===== config.mk =====
export PLATFORM = sky130hd
export DESIGN_NAME = coin_credit_fsm
export DESIGN_NICKNAME = d
export VERILOG_FILES = /design/src/rtl/coin_credit_fsm.sv
export SDC_FILE = /design/constraint.sdc
export NUM_CORES = 1
export LEC_CHECK = 0
export BUFFER_PORTS_ARGS = -buffer_cell sky130_fd_sc_hd__buf_2
export CORE_MARGIN = 2
export CORE_UTILIZATION = 59
export DETAILED_ROUTE_END_ITERATION = 16
export PLACE_DENSITY = 0.81
export SKIP_LAST_GASP = 1
export SLEW_MARGIN = 5
export SYNTH_ARGS = -nofsm -noshare
export SYNTH_HDL_FRONTEND = slang
export SYNTH_SLANG_ARGS = --single-unit

===== constraint.sdc =====
create_clock -name clk -period 3 [get_ports clk]
set_input_delay 0.45 -clock clk [delete_from_list [all_inputs] [get_ports clk]]
set_output_delay 0.45 -clock clk [all_outputs]
set_load 0.05 [all_outputs]

===== src/rtl/coin_credit_fsm.sv =====
// coin_credit_fsm: vending credit stage; accepts coins, arbitrates select/cancel, drives dispense handshake, pays change
//   in : clk, reset (async active-low), coin_valid, coin_value[1:0], price[WIDTH-1:0], select, cancel, dispense_ack
//   out: credit[WIDTH-1:0], dispense_req, change_pulse, coin_reject, insufficient, busy (all registered)
module coin_credit_fsm #(
  parameter int WIDTH       = 8,
  parameter int MAX_CREDIT  = 200,
  parameter int CHANGE_UNIT = 5
) (
  input  logic             clk,
  input  logic             reset,
  input  logic             coin_valid,
  input  logic [1:0]       coin_value,
  input  logic [WIDTH-1:0] price,
  input  logic             select,
  input  logic             cancel,
  input  logic             dispense_ack,
  output logic [WIDTH-1:0] credit,
  output logic             dispense_req,
  output logic             change_pulse,
  output logic             coin_reject,
  output logic             insufficient,
  output logic             busy
);
  localparam logic [1:0] S_IDLE   = 2'd0;
  localparam logic [1:0] S_CREDIT = 2'd1;
  localparam logic [1:0] S_VEND   = 2'd2;
  localparam logic [1:0] S_CHANGE = 2'd3;
  localparam logic [WIDTH:0]   MAX_W  = (WIDTH+1)'(MAX_CREDIT);
  localparam logic [WIDTH-1:0] UNIT_W = WIDTH'(CHANGE_UNIT);
  logic [1:0]       state_q, state_d;
  logic [WIDTH-1:0] credit_q, credit_d, price_q, price_d;
  logic             req_q, req_d, pulse_q, pulse_d, reject_q, reject_d, insuf_q, insuf_d, busy_q, busy_d;
  logic [WIDTH:0]   coin_amt, coin_sum;
  logic             coin_ok;
  // Sum is one bit wider than credit so an over-limit coin can never wrap into range.
  always_comb begin
    coin_amt = coin_value == 2'd0 ? (WIDTH+1)'(5)  :
               coin_value == 2'd1 ? (WIDTH+1)'(10) :
               coin_value == 2'd2 ? (WIDTH+1)'(25) : (WIDTH+1)'(50);
    coin_sum = {1'b0, credit_q} + coin_amt;
    coin_ok  = coin_valid && (state_q == S_IDLE || state_q == S_CREDIT) && !select && !cancel && coin_sum <= MAX_W;
  end
  always_comb begin
    state_d  = state_q;
    credit_d = credit_q;
    price_d  = price_q;
    req_d    = req_q;
    pulse_d  = 1'b0;
    reject_d = coin_valid && !coin_ok;
    insuf_d  = 1'b0;
    case (state_q)
      S_IDLE: begin
        if (coin_ok) begin
          state_d  = S_CREDIT;
          credit_d = coin_sum[WIDTH-1:0];
        end else if (select && !cancel) begin
          insuf_d = 1'b1;
        end
      end
      S_CREDIT: begin
        if (cancel) begin
          state_d = S_CHANGE;
        end else if (select) begin
          if (price != '0 && credit_q >= price) begin
            price_d = price;
            req_d   = 1'b1;
            state_d = S_VEND;
          end else begin
            insuf_d = 1'b1;
          end
        end else if (coin_ok) begin
          credit_d = coin_sum[WIDTH-1:0];
        end
      end
      S_VEND: begin
        if (dispense_ack) begin
          credit_d = credit_q - price_q;
          req_d    = 1'b0;
          state_d  = credit_d != '0 ? S_CHANGE : S_IDLE;
        end
      end
      default: begin
        // A residual below one unit cannot be paid out, so it is dropped.
        pulse_d  = credit_q >= UNIT_W;
        credit_d = pulse_d ? credit_q - UNIT_W : '0;
        state_d  = credit_d == '0 ? S_IDLE : S_CHANGE;
      end
    endcase
    busy_d = state_d == S_VEND || state_d == S_CHANGE;
  end
  always_ff @(posedge clk or negedge reset) begin
    if (!reset) begin
      state_q  <= S_IDLE;
      credit_q <= '0;
      price_q  <= '0;
      req_q    <= 1'b0;
      pulse_q  <= 1'b0;
      reject_q <= 1'b0;
      insuf_q  <= 1'b0;
      busy_q   <= 1'b0;
    end else begin
      state_q  <= state_d;
      credit_q <= credit_d;
      price_q  <= price_d;
      req_q    <= req_d;
      pulse_q  <= pulse_d;
      reject_q <= reject_d;
      insuf_q  <= insuf_d;
      busy_q   <= busy_d;
    end
  end
  assign credit       = credit_q;
  assign dispense_req = req_q;
  assign change_pulse = pulse_q;
  assign coin_reject  = reject_q;
  assign insufficient = insuf_q;
  assign busy         = busy_q;
endmodule

**Word level (Yosys, flattened, before mapping)**

Index checks and enable logic that the tools add are counted.

- Bits in registers: 23
- Bits of input ports: 16
- Output and inout port bits: 13
- Word-level logic and storage cells: 77

- Bitwise logic cells: 1
- $lt $le $gt $ge: 3
- Reductions and logical operators: 22
- Add/sub/neg operators: 3
- Muxes and demuxes: 29
- Equal/unequal tests: 11

Operators with widths:

| kind | count |
|---|---|
| two-way mux 8 bit | 5 |
| one-hot mux 8 bit (3 select lines) | 1 |
| two-way mux 6 bit | 3 |
| nonzero test 8 bit | 2 |
| two-way mux 2 bit | 7 |
| two-way mux 1 bit | 10 |
| adder 8 x 6 -> 9 bit | 1 |
| less-or-equal comparator 9 x 8 -> 1 bit, second input constant | 1 |
| == test 2 bit, second input constant | 4 |
| greater-or-equal comparator 8 x 3 -> 1 bit, second input constant | 1 |
| greater-or-equal comparator 8 bit | 1 |
| zero test 8 bit | 1 |
| != test 2 bit, second input constant | 4 |
| subtractor 8 x 3 -> 8 bit, second input constant | 1 |
| subtractor 8 bit | 1 |
| logical AND 1 bit | 7 |
| one-hot mux 2 bit (3 select lines) | 1 |
| AND reduction 5 bit | 1 |
| == test 2 x 1 -> 1 bit, second input constant | 2 |
| zero test 2 bit | 2 |
| one-hot mux 1 bit (2 select lines) | 2 |
| AND reduction 4 bit | 1 |
| zero test 1 bit | 3 |
| AND reduction 3 bit | 1 |
| 5 further kinds | 6 |

**Longest topological paths before layout**

Gate-level depths: netlist of run 1.

- Word-level depth: 11
- Gate-level depth with buffers: 11
- Depth with buffers taken out: 11

**Worst setup path before layout of run 1**

OpenSTA, ideal clock, no wires.

- Path type: register -> register
- Start: register credit_q[0] (netlist: credit[0])
- End: register state_q[0]
- Setup slack: -0.066 ns
- Arrival: 2.945 ns
- Required time: 2.880 ns
- Buffers on the path: 0
- Period minus slack after synthesis: 3.066 ns
- Stages on the path, launching flop included: 11
- Library setup time: 0.120 ns
- Cell sequence: dfrtp_1 > inv_1 > ha_1 > fa_1 > nor2b_1 > o21ai_0 > a211oi_2 > nand2_1 > or4_1 > nor2b_1 > o211a_1

- Word-level cells in the longest chain between the ends: 6
- Elaborated cells between the ends (all ways): 19
- Classes of those cells: add/sub: 3; order compare: 3; mux: 9; reduce/logical: 4

Ends and longest elaborated chain:

| item | line | RTL |
|---|---|---|
| from (decl) | 31 | `logic [WIDTH-1:0] credit_q, credit_d, price_q, price_d;` |
| from (signal assigned) | 103 | `credit_q <= credit_d;` |
| branches (longest 5 deep; another with adder 8 x 6 -> 9 bit) | -- |  |
| one-hot mux 2 bit (3 select lines) * | 51 | `case (state_q)` |
| net state_d[0] | 30 | `logic [1:0] state_q, state_d;` |
| to (signal assigned) | 102 | `state_q <= state_d;` |
| to (decl) | 30 |  |

Mark *: on every way through the listed nets, which the timed path passes.
A chain may end at the register's enable or synchronous reset.

**Worst setup path in the final report of run 1**

Ends and elaborated chain as after synthesis.

==> run metrics, run 1 <==
Num CTS Buffers 3; Yosys top cell area share 24.1%; outcome complete, no violations; Starting DRT DRC Count 236; fmax 0.353 GHz; Starting Density 61.9%; commonest non-fill, non-tap cells in the layout buf_2 (28), inv_1 (26), ha_1 (26); wire length on met2 2.69 mm; DR DRC count 0; CTS tree yes; Ys Warns 0; DR WL/cell 16.7 um; worst skew pair latency 270 ps; fin crit share 94.3%; relative slew slack 61.6%; die width 66.2 um; Post-Place Setup Slack -76.5 ps; CP endpoint kind flop; Root Buffer clkbuf_8; CP most frequent cell nor2b_1; Yosys reg bits 22; CP max stage delay 570 ps; crit path kind reg -> reg; antenna violations before repair 0; Pre-antenna DRT Iters 6; Slew Limit Fails 0; Synth Cell Area 2280 um2; TritonCTS sink count 22; leading area contributor after synthesis dfrtp_1; DR vias 2214; CP required 3160 ps; Min-Delay Path Class in -> async; first-pass GRT wire length 9.57 mm; gr ovfl total 0; CP Launch Type flop; Metal-1 WL 2.70 mm; GPL Wtd Cong 0.904; setup violators final 0; Reg clk slew, reported paths 90 ps; Async S/R FF share, synth 100%; crit path cell chain inv_1 > ha_1 > fa_1 > nor2b_1 > o21ai_0 > a211oi_2 > nand2_1 > or4_1 > nor2b_1 > o211a_1; metal3 WL 440 um; layout cells sized above 1 23.5%; CP max stage cell or4_1; Setup crit start credit[0]; Post-Syn Nets 308; Max rail drop VDD 0.707 mV; Util after Layout 72.0%; register area share after synthesis 24.1%; WL final 5.93 mm; number of H-tree levels 1; synthesis-to-finish area growth 16.4%; via count of the first global-routing pass 1965; Cell Pwr Density 1150 nW/um2; core area 3690 um2; GRT Total Usage 28.6%; Tightest Pin Transition 576 ps; CTS max path bufs 2; Post-DP HPWL 4.46 mm; final worst slack 170 ps; CP delay by family, top simple AND/OR/NAND/NOR gates; reg2reg start credit[0]; dominant synthesized flop cell dfrtp_1; Final Hold Viols 0; top layer in use met4; Gate Count Post-Synth 264; Die Ht 66.2 um; largest net degree at the start of global routing 23; post-layout min period 2830 ps; clock skew 3.23 ps; Placement Rows 22; die area 4380 um2; worst-path fanout max 3; Synth cell types 58; commonest non-fill, non-tap cell in the layout buf_2; Ports 29; IO Port Bufs 28; Leak 1.33 nW; Hold Buf Count CTS 0; EDFF count, synth 0; Detail Route Antenna Nets 0; Mean Syn Cell Area 8.65 um2; antenna cells 0; synth top area cells dfrtp_1 (24%), ha_1 (14%), mux2i_1 (4.4%); Nets 352; Arrival @ worst endpoint 2990 ps; max cap viols 0; DR vias/cell 6.24; CP bufs+invs 1
==> worst paths after layout <==
path | endpoint | slack, ps | cells after the start
min reg2reg | dispense_req | 510 | 2
max in group asynchronous | credit[1] | 2450 | 1
min | price_q[6] | 150 | 1
max reg2reg | state_q[0] | 170 | 10
min in group clk | insufficient | 420 | 3
max | state_q[0] | 170 | 10
==> what timing repair did <==
| item | in CTS | in global routing |
|---|---|---|
| setup endpoints to repair | 0 | 7 |
| gates resized for setup | 0 | 1 |
| buffers inserted | 0 | 2 |
==> stage by stage <==
| step | TNS (ps) | std cells | cell area [um2] | hold WS [ps] | power (mW) |
|---|---|---|---|---|---|
| 2_1_floorplan | 0 | 264 | 2290 | 154 | 2.16 |
| 3_3_place_gp | 0 | 349 | 2580 | 450 | 2.71 |
| 3_5_place_dp | -372 | 349 | 2580 | 460 | 2.74 |
| 4_1_cts | 0 | 353 | 2640 | 166 | 2.99 |
| 5_1_grt | -8.95 | 355 | 2660 | 180 | 3.31 |
| 6_report | 0 | 355 | 2660 | 152 | 3.07 |
==> state kept, by name, indices dropped and copies added (netlist names) <==
| signal | flops |
|---|---|
| price_q | 8 |
| change_pulse | 1 |
| insufficient | 1 |
| dispense_req | 1 |
| coin_reject | 1 |
| state_q | 1 |
| busy | 1 |
| credit | 8 |
==> worst register-to-register path, delay by kind of cell, from the launching register on <==
kind	cells	cell delay [ps]
simple gates	4	1040
fa+ha+maj	2	630
compound gates	3	610
flops	1	380
buf+inv	1	70
==> cell families after synthesis <==
group	count (synthesis)	share of synthesized area [%]
simple gates	87	21.4
compound gates	64	20.3
buf+inv	34	5.64
fa+ha+maj	28	16.0
flops	22	24.1
mux	18	8.33
xor+xnor	11	4.22
==> final cells by class <==
cell class	count	area, um2
fill	286	1030
clock buffer	4	55.1
tap	48	60.1
inverter	26	97.6
multi-input combinational	208	1610
sequential	22	553
timing repair buffer	47	283
==> cell usage after synthesis (all sizes together) (3+ instances only) <==
cell	count
a211oi	4
a21o	4
a21oi	12
and2	3
clkbuf	7
dfrtp	22
ha	26
inv	26
mux2	8
mux2i	10
nand2	19
nand2b	9
nand3	4
nand3b	4
nand4	3
nor2	12
nor2b	4
nor3	9
nor3b	3
nor4	6
o21a	4
o21ai	15
or2	3
xnor2	5
xor2	6
==> metal layers <==
layer | vias to the layer above | GRT usage, %
li1 | 1050 | -
met1 | 1052 | 41.9
met2 | 98 | 44.6
met3 | 14 | 3.75
met4 | 0 | 5.87
met5 | - | 0
==> report_power, final <==
part	switching, mW	leakage [nW]	total [mW]	internal, mW
registers	0.129	0.236	0.532	0.403
logic	1.34	1.07	2.31	0.967
clock network	0.108	0.0288	0.225	0.117
Power figures use the tool's default switching activity.
==> inputs of run 2 (changes only) <==
--- a/config.mk
+++ b/config.mk
@@ -6,10 +6,12 @@
 export NUM_CORES = 1
 export LEC_CHECK = 0
 export BUFFER_PORTS_ARGS = -buffer_cell sky130_fd_sc_hd__buf_2
+export CELL_PAD_IN_SITES_DETAIL_PLACEMENT = 1
+export CELL_PAD_IN_SITES_GLOBAL_PLACEMENT = 1
 export CORE_MARGIN = 2
-export CORE_UTILIZATION = 59
+export CORE_UTILIZATION = 44
 export DETAILED_ROUTE_END_ITERATION = 16
-export PLACE_DENSITY = 0.81
+export PLACE_DENSITY_LB_ADDON = 0.1
 export SKIP_LAST_GASP = 1
 export SLEW_MARGIN = 5
 export SYNTH_ARGS = -nofsm -noshare
==> run metrics, run 2 (synthesized netlist as in run 1, its figures left out) <==
die width 76.0 um (+15%); dpl cells 372 (+6.6%); layout cells sized above 1 25.0% (+1.5 points); relative slew slack 58.5% (-3.1 points); Arrival @ worst endpoint 2980 ps (about the same); antenna violations before repair 0 (unchanged); gr ovfl total 0 (unchanged); Pre-antenna DRT Iters 4 (-2); RSZ-0062 raised after global routing no; Setup crit start credit[0]; Hold Buf Count CTS 0 (unchanged); DR vias 2138 (-3.4%); Cell Pwr Density 1150 nW/um2 (about the same); Root Buffer clkbuf_8; synthesis-to-finish area growth 18.6%; R2R Path End state_q[0]; first-pass GRT wire length 11.1 mm (+16%); CP bufs+invs 1 (unchanged); Levels on crit path 10 (unchanged); reg2reg start credit[0]; CP Launch Type flop; GRT Total Usage 23.8% (-4.8 points); fin crit share 94.0% (-0.39 points); Num CTS Buffers 3 (unchanged); outcome complete, no violations; Final Cell Area 2710 um2 (+1.9%); die area 5780 um2 (+32%); post-route setup TNS 0 ps (unchanged); Nets 353 (+0.28%); crit path cell chain inv_1 > ha_1 > fa_1 > nor2b_2 > o21ai_0 > a211oi_2 > nand2_1 > or4_1 > nor2b_1 > o211a_1; Reg clk slew, reported paths 80 ps (about the same); core area 5040 um2 (+37%); Placement Rows 26 (+18%); via count of the first global-routing pass 2155 (+9.7%); GPL Wtd Cong 0.843 (-6.8%); CP delay by family, top simple AND/OR/NAND/NOR gates; max cap viols 0 (unchanged); crit path kind reg -> reg; antenna cells 0 (unchanged); DR WL/cell 17.7 um (+6.3%); Max rail drop VDD 0.520 mV (-26%); largest net degree at the start of global routing 23 (unchanged); setup violators final 0 (unchanged); commonest non-fill, non-tap cells in the layout buf_2 (28), inv_1 (26), ha_1 (26); clock skew 2.76 ps (-0.469 ps); CP max stage delay 570 ps (about the same); CTS max path bufs 2 (unchanged); Ports 29 (unchanged); CP endpoint kind flop; Die Ht 76.0 um (+15%); worst skew pair latency 260 ps (about the same); fmax 0.355 GHz (+0.42%); DR DRC count 0 (unchanged); Cell Area, Placed 2620 um2 (+1.4%); CP max stage cell or4_1; Tightest Pin Transition 622 ps (+46.0 ps); Detail Route Antenna Nets 0 (unchanged); worst-path fanout max 3 (unchanged); CP required 3160 ps (about the same); post-layout min period 2820 ps (-11.7 ps); WL final 6.71 mm (+13%); Leak 1.34 nW (+0.54%); commonest non-fill, non-tap cell in the layout buf_2; TritonCTS sink count 22 (unchanged); number of H-tree levels 1 (unchanged); Min-Delay Path Class in -> async; IO Port Bufs 28 (unchanged); Final Hold Viols 0 (unchanged); reg2reg path depth 10 (unchanged); DR vias/cell 5.66 (-9.3%); CTS tree yes; non-filler cells in the finished layout 378 (+6.5%); Starting Density 45.3% (-17 points); Slew Limit Fails 0 (unchanged); r2r setup slk 180 ps (about the same); Critical Path Sink state_q[0]; Starting DRT DRC Count 115 (-51%); Post-DP HPWL 5.44 mm (+22%)
## run 2: final cells by class
class,count,area [um2]
Fill cell,616,2330
Inverter,26,97.6
Timing Repair Buffer,48,290
Tap cell,70,87.6
Sequential cell,22,553
Clock buffer,4,55.1
Multi-Input combinational cell,208,1630
## run 2: power breakdown
group | internal [mW] | total [mW] | leakage (nW) | switching (mW)
registers | 0.404 | 0.493 | 0.236 | 0.0890
clock network | 0.117 | 0.217 | 0.0288 | 0.0998
logic | 0.987 | 2.42 | 1.07 | 1.43
total | 1.51 | 3.13 | 1.34 | 1.62
## run 2: what timing repair did
item                       4_1_cts  5_1_grt
setup buffers                    0        2
setup endpoints to repair        0        8
gates resized for setup          0        5
## run 2: how the worst min path moves through the flow
| stage | start | slack (ps) | end | depth (start not counted) |
|---|---|---|---|---|
| after detailed placement | reset | 450 | insufficient | 1 |
| final | reset | 150 | price_q[6] | 1 |
| after global placement | reset | 450 | price_q[6] | 1 |
| after floorplan | reset | 150 | busy | 0 |
| after global routing | reset | 180 | price_q[6] | 1 |
| after CTS | reset | 170 | insufficient | 1 |
## run 2: worst register-to-register path: cells and delay by family (launching register included)
kind	cells	cell delay, ps
buf+inv	1	70
compound gates	3	600
flops	1	400
simple gates	4	990
fa+ha+maj	2	650
## run 2: per-stage QoR
step | power, mW | hold slack, ps | util [%] | setup slack, ps
after detailed placement | 2.83 | 455 | 51.9 | -146
final | 3.13 | 153 | 53.7 | 181
after floorplan | 2.16 | 154 | - | 140
after CTS | 3.07 | 166 | 53.0 | 119
after global routing | 3.39 | 185 | 53.7 | 16.1
after global placement | 2.77 | 451 | 51.9 | 21.6
## run 2: metal layers
metal  global-route usage, %  part of all wire, %  up-vias
met5                       0                    0        -
met4                    3.82                 0.58        0
met3                    3.08                  2.9        4
met2                    39.7                   47       43
met1                    33.6                   49     1044
li1                        -                    -     1047
==> inputs of run 3 (changes only) <==
--- a/config.mk
+++ b/config.mk
@@ -5,7 +5,7 @@
 export SDC_FILE = /design/constraint.sdc
 export NUM_CORES = 1
 export LEC_CHECK = 0
-export BUFFER_PORTS_ARGS = -buffer_cell sky130_fd_sc_hd__buf_2
+export BUFFER_PORTS_ARGS = -buffer_cell sky130_fd_sc_hd__buf_4
 export CELL_PAD_IN_SITES_DETAIL_PLACEMENT = 1
 export CELL_PAD_IN_SITES_GLOBAL_PLACEMENT = 1
 export CORE_MARGIN = 2
==> run metrics, run 3 (synthesized netlist as in run 1, its figures left out) <==
Slew Limit Fails 0 (unchanged); via count of the first global-routing pass 2308 (+7.1%); core area 5040 um2 (unchanged); clock skew 3.37 ps (+0.604 ps); commonest non-fill, non-tap cells in the layout buf_4 (51), inv_1 (26), ha_1 (26); Nets 356 (+0.85%); Num CTS Buffers 3 (unchanged); Placement Rows 26 (unchanged); crit path kind reg -> reg; Starting Density 45.3% (unchanged); Starting DRT DRC Count 195 (+70%); DR DRC count 0 (unchanged); number of H-tree levels 1 (unchanged); Ports 29 (unchanged); Post-DP HPWL 5.59 mm (+2.7%); outcome complete, no violations; Final Hold Viols 0 (unchanged); GRT Total Usage 25.1% (+1.3 points); layout cells sized above 1 25.4% (+0.40 points); Die Ht 76.0 um (unchanged); WL final 7.10 mm (+5.9%); Cell Pwr Density 1160 nW/um2 (+0.39%); hold_ws 65.0 ps (-88.4 ps); R2R Path End credit[1]; CP Launch Type flop; Tightest Pin Transition 635 ps (+12.6 ps); Min-Delay Path Class in -> async; Max rail drop VDD 0.718 mV (+38%); Pre-antenna DRT Iters 4 (unchanged); fmax 0.346 GHz (-2.5%); IO Port Bufs 28 (unchanged); Cell Area, Placed 2700 um2 (+3.0%); largest net degree at the start of global routing 23 (unchanged); Reg clk slew, reported paths 90 ps (about the same); Tot Pwr 3.25 mW (+3.8%); TritonCTS sink count 22 (unchanged); Final Cell Area 2800 um2 (+3.4%); DR WL/cell 18.6 um (+5.0%); reg2reg path depth 11 (+1); gr ovfl total 0 (unchanged); worst-path fanout max 7 (+4); CTS tree yes; post-route setup TNS 0 ps (unchanged); die width 76.0 um (unchanged); CP endpoint kind flop; relative slew slack 57.7% (-0.84 points); dpl cells 373 (+0.27%); max cap viols 0 (unchanged); non-filler cells in the finished layout 381 (+0.79%); first-pass GRT wire length 11.6 mm (+5.1%); Leak 1.38 nW (+3.1%); fin crit share 96.3% (+2.4 points); CTS max path bufs 2 (unchanged); Detail Route Antenna Nets 0 (unchanged); DR vias 2212 (+3.5%); post-layout min period 2890 ps (+70.9 ps); setup violators final 0 (unchanged); CP required 3150 ps (about the same); die area 5780 um2 (unchanged); antenna violations before repair 0 (unchanged); worst skew pair latency 270 ps (about the same); antenna cells 0 (unchanged); Root Buffer clkbuf_8; synthesis-to-finish area growth 22.7%; DR vias/cell 5.81 (+2.6%); reg2reg start credit[0]; GPL Wtd Cong 0.840 (-0.33%); Hold Buf Count CTS 0 (unchanged); commonest non-fill, non-tap cell in the layout buf_4; Arrival @ worst endpoint 3040 ps (+60 ps); r2r setup slk 110 ps (-70 ps)
run 3: area by class of cell:
type                            instances  area [um2]
Clock buffer                            4        55.1
Multi-Input combinational cell        208        1630
Sequential cell                        22         553
Fill cell                             622        2240
Inverter                               26        97.6
Tap cell                               70        87.6
Timing Repair Buffer                   51         383
run 3: layer usage:
| layer | wire length (um) | vias to the layer above | part of all wire [%] | global-route usage [%] |
|---|---|---|---|---|
| met2 | 3460 | 38 | 49 | 43.2 |
| li1 | - | 1057 | - | - |
| met3 | 186 | 13 | 2.6 | 3.55 |
| met4 | 115 | 0 | 1.6 | 6.00 |
| met5 | 0 | - | 0 | 0 |
| met1 | 3340 | 1104 | 47 | 33.4 |
run 3: repair_timing:
item | CTS | global route
buffers inserted | 0 | 4
setup endpoints to repair | 0 | 10
resized for setup | 0 | 5
run 3: where the power goes:
part	switching (mW)	leakage [nW]	internal, mW
Clock	0.107	0.0288	0.117
Combinational	1.46	1.12	1.06
Sequential	0.0952	0.236	0.404
run 3: worst max-delay path, stage by stage, from the launching register on:
cell and delay (ps):
dfrtp_2 440, ha_1 190, inv_1 60, fa_1 390, nand2b_1 190, a21oi_1 250
xor2_1 300, nor3_1 120, a311oi_2 350, nand2_2 190, buf_4 190, mux2i_1 110
run 3: how the worst max path moves through the flow:
stage,start,end,slack [ps],depth (start not counted)
after global placement,coin_value[0],credit[7],20,12
after global routing,credit[0],credit[0],-70,11
after CTS,credit[0],state_q[0],20,10
final,credit[0],credit[1],110,11
after floorplan,credit[0],state_q[0],140,10
after detailed placement,coin_value[0],credit[4],-130,12
run 3: metrics by stage:
stage | util (%) | worst slack, ps
2_1_floorplan | - | 140
3_3_place_gp | 53.4 | 20.5
3_5_place_dp | 53.4 | -131
4_1_cts | 54.5 | 23.8
5_1_grt | 55.6 | -68.1
6_report | 55.6 | 110
